## config.mk

```make
export PLATFORM = sky130hd
export DESIGN_NAME = sap_datapath
export DESIGN_NICKNAME = d
export VERILOG_FILES = /design/src/rtl/sap_dp_pkg.sv /design/src/rtl/sap_datapath_reg.sv /design/src/rtl/sap_datapath.sv
export SDC_FILE = /design/constraint.sdc
export NUM_CORES = 1
export LEC_CHECK = 0
export CORE_MARGIN = 8
export CORE_UTILIZATION = 50
export CTS_CLUSTER_DIAMETER = 120
export DETAILED_ROUTE_END_ITERATION = 8
export GPL_TIMING_DRIVEN = 0
export HOLD_SLACK_MARGIN = 0.15
export PLACE_DENSITY = 0.88
export SETUP_SLACK_MARGIN = 0.2
export SYNTH_ARGS = -nofsm -noshare
export SYNTH_HDL_FRONTEND = slang
export SYNTH_SLANG_ARGS = --single-unit
```

## constraint.sdc

```tcl
create_clock -name clk -period 5.41 [get_ports clk]
set_clock_uncertainty 0.05 [all_clocks]
set_input_delay 1.082 -clock clk [delete_from_list [all_inputs] [get_ports clk]]
set_output_delay 1.082 -clock clk [all_outputs]
set_load 0.02 [all_outputs]
```

## src/rtl/sap_dp_pkg.sv

```systemverilog
// Shared defaults and the bus-source select for the SAP datapath slice.
package sap_dp_pkg;

  localparam int DATA_W_DEF = 8;
  localparam int PC_W_DEF   = 4;

  typedef enum logic [2:0] {
    SRC_EXT,
    SRC_ALU,
    SRC_A,
    SRC_B,
    SRC_PC
  } bus_src_t;

endpackage

```

## src/rtl/sap_datapath_reg.sv

```systemverilog
// dp_reg: write-enabled register with asynchronous active-high clear.
module dp_reg #(
  parameter int W = 8
) (
  input  logic         clk,
  input  logic         clr,
  input  logic         we,
  input  logic [W-1:0] d,
  output logic [W-1:0] q
);

  always_ff @(posedge clk or posedge clr) begin
    if (clr)
      q <= '0;
    else if (we)
      q <= d;
  end

endmodule

```

## src/rtl/sap_datapath.sv

```systemverilog
// SAP datapath: shared bus, A/B registers, adder/subtractor with flags, program counter.
// Optional macro SAP_DP_CONFLICT_DET_EN enables the bus_conflict detector.
module sap_datapath
  import sap_dp_pkg::*;
#(
  parameter int DATA_W = DATA_W_DEF,
  parameter int PC_W   = PC_W_DEF
) (
  input  logic              clk,
  input  logic              clr,
  input  logic [DATA_W-1:0] bus_in,
  output logic [DATA_W-1:0] bus_out,
  output logic              bus_drive,
  input  logic              pc_oe,
  input  logic              pc_jmp,
  input  logic              pc_inc,
  input  logic              a_we,
  input  logic              a_oe,
  input  logic              b_we,
  input  logic              b_oe,
  input  logic              alu_oe,
  input  logic              alu_sub,
  input  logic              flags_we,
  output logic [PC_W-1:0]   pc_val,
  output logic [DATA_W-1:0] a_val,
  output logic [DATA_W-1:0] b_val,
  output logic              cf,
  output logic              zf,
  output logic              bus_conflict
);

  localparam logic [PC_W-1:0] PC_ONE = PC_W'(1);

  bus_src_t          src;
  logic [DATA_W-1:0] bus;
  logic [DATA_W-1:0] b_opnd;
  logic [DATA_W:0]   sum;
  logic [DATA_W-1:0] alu_res;

  // Subtraction is A + ~B + 1, so carry out of the top bit means "no borrow".
  assign b_opnd  = alu_sub ? ~b_val : b_val;
  assign sum     = {1'b0, a_val} + {1'b0, b_opnd} + {{DATA_W{1'b0}}, alu_sub};
  assign alu_res = sum[DATA_W-1:0];

  always_comb begin
    src = SRC_EXT;
    if (alu_oe)
      src = SRC_ALU;
    else if (a_oe)
      src = SRC_A;
    else if (b_oe)
      src = SRC_B;
    else if (pc_oe)
      src = SRC_PC;
  end

  always_comb begin
    bus = bus_in;
    case (src)
      SRC_ALU: bus = alu_res;
      SRC_A:   bus = a_val;
      SRC_B:   bus = b_val;
      SRC_PC:  bus = {{(DATA_W-PC_W){1'b0}}, pc_val};
      default: bus = bus_in;
    endcase
  end

  assign bus_out   = bus;
  assign bus_drive = alu_oe | a_oe | b_oe | pc_oe;

`ifdef SAP_DP_CONFLICT_DET_EN
  assign bus_conflict = (alu_oe & a_oe) | (alu_oe & b_oe) | (alu_oe & pc_oe) |
                        (a_oe & b_oe) | (a_oe & pc_oe) | (b_oe & pc_oe);
`else
  assign bus_conflict = 1'b0;
`endif

  dp_reg #(.W(DATA_W)) u_reg_a (
    .clk (clk),
    .clr (clr),
    .we  (a_we),
    .d   (bus),
    .q   (a_val)
  );

  dp_reg #(.W(DATA_W)) u_reg_b (
    .clk (clk),
    .clr (clr),
    .we  (b_we),
    .d   (bus),
    .q   (b_val)
  );

  always_ff @(posedge clk or posedge clr) begin
    if (clr)
      pc_val <= '0;
    else if (pc_jmp)
      pc_val <= bus[PC_W-1:0];
    else if (pc_inc)
      pc_val <= pc_val + PC_ONE;
  end

  always_ff @(posedge clk or posedge clr) begin
    if (clr) begin
      cf <= 1'b0;
      zf <= 1'b0;
    end else if (flags_we) begin
      cf <= sum[DATA_W];
      zf <= (alu_res == '0);
    end
  end

endmodule

```

# Yosys cells after proc, flatten, opt, wreduce, memory -nomap -nowiden
# Cells that the tools add are included.
# op_classes
n_addsub,3
n_eq_ne,4
muxes,8
bitwise,4
n_reduce_logical,2
# ops
op,n
case mux 8 bit (4 select lines),1
2-to-1 mux 3 bit,4
adder 8 x 8 -> 9 bit,1
adder 9 x 1 -> 9 bit,1
zero test 8 bit,1
2-to-1 mux 4 bit,2
2-to-1 mux 8 bit,1
inverter 8 bit,1
"== test 3 x 2 -> 1 bit, second input constant",2
"adder 4 x 1 -> 4 bit, second input constant",1
"== test 3 x 1 -> 1 bit, second input constant",1
"== test 3 bit, second input constant",1
OR 1 bit,3
nonzero test 2 bit,1
# word_totals
ff_bits,22
input_bits,20
output_inout_bits,32

# Depth between registers and ports, before layout
# logic_depth
word_depth,7
ltp_mapped,9
ltp_nobuf,8

# Cells and area by module
# Synthesis repeated with hierarchy kept, for this count alone.
# unflattened
cells_unflattened,166
hier_area_um2,1695.4
# modules_own_cells
mod,n_inst,cells_per_inst,area_each_um2
sap_datapath,1,130,1024.7
dp_reg,2,18,335.3

# Worst setup path before layout
# No wires, ideal clock.
# synth_timing
path_kind,input to output
from,in alu_sub
to,out bus_out[7]
arrival_ns,2.914
required_time_ns,4.278
path_slack_ns,1.364
cell_stages,7
n_path_buf,1
path_cell_list,buf_4 > xor2_1 > ha_1 > a21o_1 > a2111oi_0 > mux2i_1 > a31oi_1
# synth_via
elab_chain_len,4
# synth_rtl
item,line_no,text
"start, declared",sap_datapath.sv:22,"input logic alu_sub,"
2-to-1 mux 8 bit,sap_datapath.sv:41,assign b_opnd = alu_sub ? ~b_val : b_val;
adder 8 x 8 -> 9 bit,sap_datapath.sv:42,"assign sum = {1'b0, a_val} + {1'b0, b_opnd} + {{DATA_W{1'b0}}, alu_sub};"
adder 9 x 1 -> 9 bit *,sap_datapath.sv:42,
case mux 8 bit (4 select lines) *,sap_datapath.sv:59,case (src)
"end, declared",sap_datapath.sv:12,"output logic [DATA_W-1:0] bus_out,"
# Mark *: on every way between the ends. The rest lies on a longest branch, timed or not.

# Worst setup path in the final report
# layout_timing
from,in alu_sub
to,out bus_out[6]
# Same word-level chain as after synthesis.

==> out/qor.csv <==
metric,value,unit
clk sink count,22,
Power Density,689,nW/µm²
Synth Cell Area,1640,µm²
P_leak,0.918,nW
Least-Margin Pin Slew,0.865,ns
HPWL after detailed placement,3.45,mm
Placed Cells,279,
total of max-cap violations,0,
async set or reset register ratio after synthesis,100,%
routed vias,1578,
ANT nets after route,0,
hold crit path type,reg2reg,
Worst Path Buf+Inv,4,
Synth Area per Inst,8.89,µm²
sequential share of the synthesized area,33.5,%
dominant synthesized flop cell,dfrtp_1,
via density per instance,5.60,
Die H,73.3,µm
CP endpoint kind,primary output,
Final Hold Fails,0,
Routability Congestion,0.930,
post-CTS sizing,0,
RSZ-0062 raised after global routing,no,
CTS hold repair buffers,0,
Final Non-Filler Cells,282,
VDD IR max,0.000301,V
initial core utilization,50.5,%
Ant. Diodes,0,
outcome,completed,
largest net degree at the start of global routing,23,
Gate Count Post-Synth,185,
setup violators final,0,
YS warnings,0,
area delta synth->final,34.1,%
H-tree depth,1,
Root Driver,clkbuf_4,
gr usage total,17.7,%
Final nets,268,
Num CTS Buffers,3,
worst-skew pair later-pin latency,0.32,ns
DR iter-0 viols,76,
synthesized net count,215,
Core Area,3260,µm²
CP max stage delay,0.53,ns
number of global-route vias before repair,1601,
layout cells sized above 1,8.05,%
Yosys reg bits,22,
row count,21,
Final Max Slew Viols,0,
# DRC,0,
Top-Level Pins,52,
slowest CP cell,clkdlybuf4s50_1,
post-layout min period,4.67,ns
Setup CP Type,in2out,
Post-synth EDFFs,0,
Fillers,306,
period utilization,86.4,%
"CP delay by family, top",buffers and inverters,
global-route wire length before repair,7.51,mm
Post-CTS Setup Bufs,0,
WP data required,4.28,ns
TNS Setup,0,ns
die area,5380,µm²
drt wl/cell,16.0,µm
worst path cell trace,buf_4 -> mux2i_2 -> inv_1 -> fa_1 -> and3_1 -> o21ai_1 -> a31oi_1 -> a31oi_1 -> inv_1 -> clkdlybuf4s50_1,
most frequent cells in the layout,"clkdlybuf4s50_1, dfrtp_1, a21oi_1",
Post-Route WL,4.50,mm
Max-slew headroom,42.3,%
PortBufs,48,
FMAX,0.214,GHz
Longest Clk Path Bufs,2,
crit-path max FO,8,
initial antenna violation count,0,
type of origin of the critical path,input port,
"commonest non-fill, non-tap cell in the layout",clkdlybuf4s50_1,
worst path arrival time,3.54,ns
GRT Residual Overflow,0,
first-pass iteration count of the detailed router,4,
"Clk pin slew, worst setup/hold paths",0.13,ns
CTS tree,done,
Cell variety after synth,43,
Die W,73.3,µm
-- cell usage after synthesis, types with 2 or more instances --
| cell | count | share of area (%) |
|---|---|---|
| a21o_1 | 3 | 1.4 |
| a21oi_1 | 21 | 6.4 |
| a221oi_1 | 7 | 3.7 |
| a31oi_1 | 4 | 1.5 |
| and3_1 | 2 | 0.76 |
| buf_4 | 2 | 0.91 |
| clkbuf_1 | 6 | 1.4 |
| dfrtp_1 | 22 | 33 |
| ha_1 | 9 | 6.8 |
| inv_1 | 14 | 3.2 |
| mux2_2 | 7 | 4.8 |
| nand2_1 | 10 | 2.3 |
| nand4_1 | 2 | 0.76 |
| nor2_1 | 18 | 4.1 |
| nor2b_1 | 9 | 3.4 |
| nor3_1 | 5 | 1.5 |
| o21ai_0 | 3 | 0.91 |
| o21ai_1 | 2 | 0.61 |
| o221a_2 | 2 | 1.4 |
| xnor2_1 | 3 | 1.6 |
| xor2_1 | 12 | 6.4 |
-- sequential cells by signal, summed over array words and instances (netlist names) --
register   cells
u_reg_a.q      8
u_reg_b.q      8
pc_val         4
cf             1
zf             1
-- layout make-up --
| type | count | area (µm²) | share of cell area [%] |
|---|---|---|---|
| Multi-Input combinational cell | 140 | 992 | 45.0 |
| Sequential cell | 22 | 551 | 25.0 |
| Timing Repair Buffer | 48 | 480 | 21.8 |
| Tap cell | 46 | 57.6 | 2.61 |
| Inverter | 14 | 52.6 | 2.38 |
| Buffer | 9 | 48.8 | 2.21 |
| Clock buffer | 3 | 22.5 | 1.02 |
-- stage by stage --
step | total power [mW] | hold slack [ns] | utilization, % | setup WS [ns] | cell area [µm²]
after global placement | 1.41 | 0.451 | 67.0 | 0.788 | 2180
final | 1.52 | 0.482 | 67.7 | 0.736 | 2200
after detailed placement | 1.44 | 0.462 | 67.0 | 0.750 | 2180
after floorplan | 1.04 | 0.558 | - | 1.36 | 1640
after CTS | 1.52 | 0.487 | 67.7 | 0.744 | 2200
after global routing | 1.65 | 0.502 | 67.7 | 0.582 | 2200
-- report_power, final --
group          internal (mW)  switching (mW)
combinational          0.523           0.589
clock                 0.0262          0.0537
sequential             0.237          0.0891
total                  0.787           0.732
-- layer usage --
layer / share of wire [%] / global-route usage [%]
met5: 0 / 0
met4: 1.4 / 6.65
met3: 6.1 / 4.23
met2: 47 / 28.6
met1: 45 / 22.0
-- worst register-to-register path: stages (launching register included) --
cell and delay, ns:
dfrtp_1 0.41, buf_6 0.13, mux2i_2 0.28, inv_1 0.09, fa_1 0.42, xor2_1 0.18, or4b_1 0.47, or4_1 0.50
o32ai_1 0.23
-- final timing paths --
| path | from | endpoint | slack, ns | cells past startpoint |
|---|---|---|---|---|
| hold reg to reg | zf | zf | 0.48 | 2 |
| max in group asynchronous | clr | u_reg_b.q[4] | 3.61 | 2 |
| setup reg to reg | u_reg_b.q[0] | zf | 2.56 | 8 |
| setup / recovery | alu_sub | bus_out[6] | 0.74 | 10 |
| min in group asynchronous | clr | u_reg_b.q[1] | 1.17 | 2 |
| hold / removal | zf | zf | 0.48 | 2 |
-- cells by family (layout without fill, tap and decap cells) --
| group | Yosys count | after routing | share of synthesized area [%] |
|---|---|---|---|
| compound gates | 53 | 53 | 21.8 |
| simple gates | 52 | 52 | 16.0 |
| buf+inv | 23 | 74 | 6.16 |
| flops | 22 | 22 | 33.5 |
| xor+xnor | 15 | 15 | 7.99 |
| fa+ha+maj | 10 | 10 | 8.07 |
| mux | 9 | 9 | 6.24 |
| other cells | 1 | 1 | 0.228 |
Power figures use the tool's default switching activity.
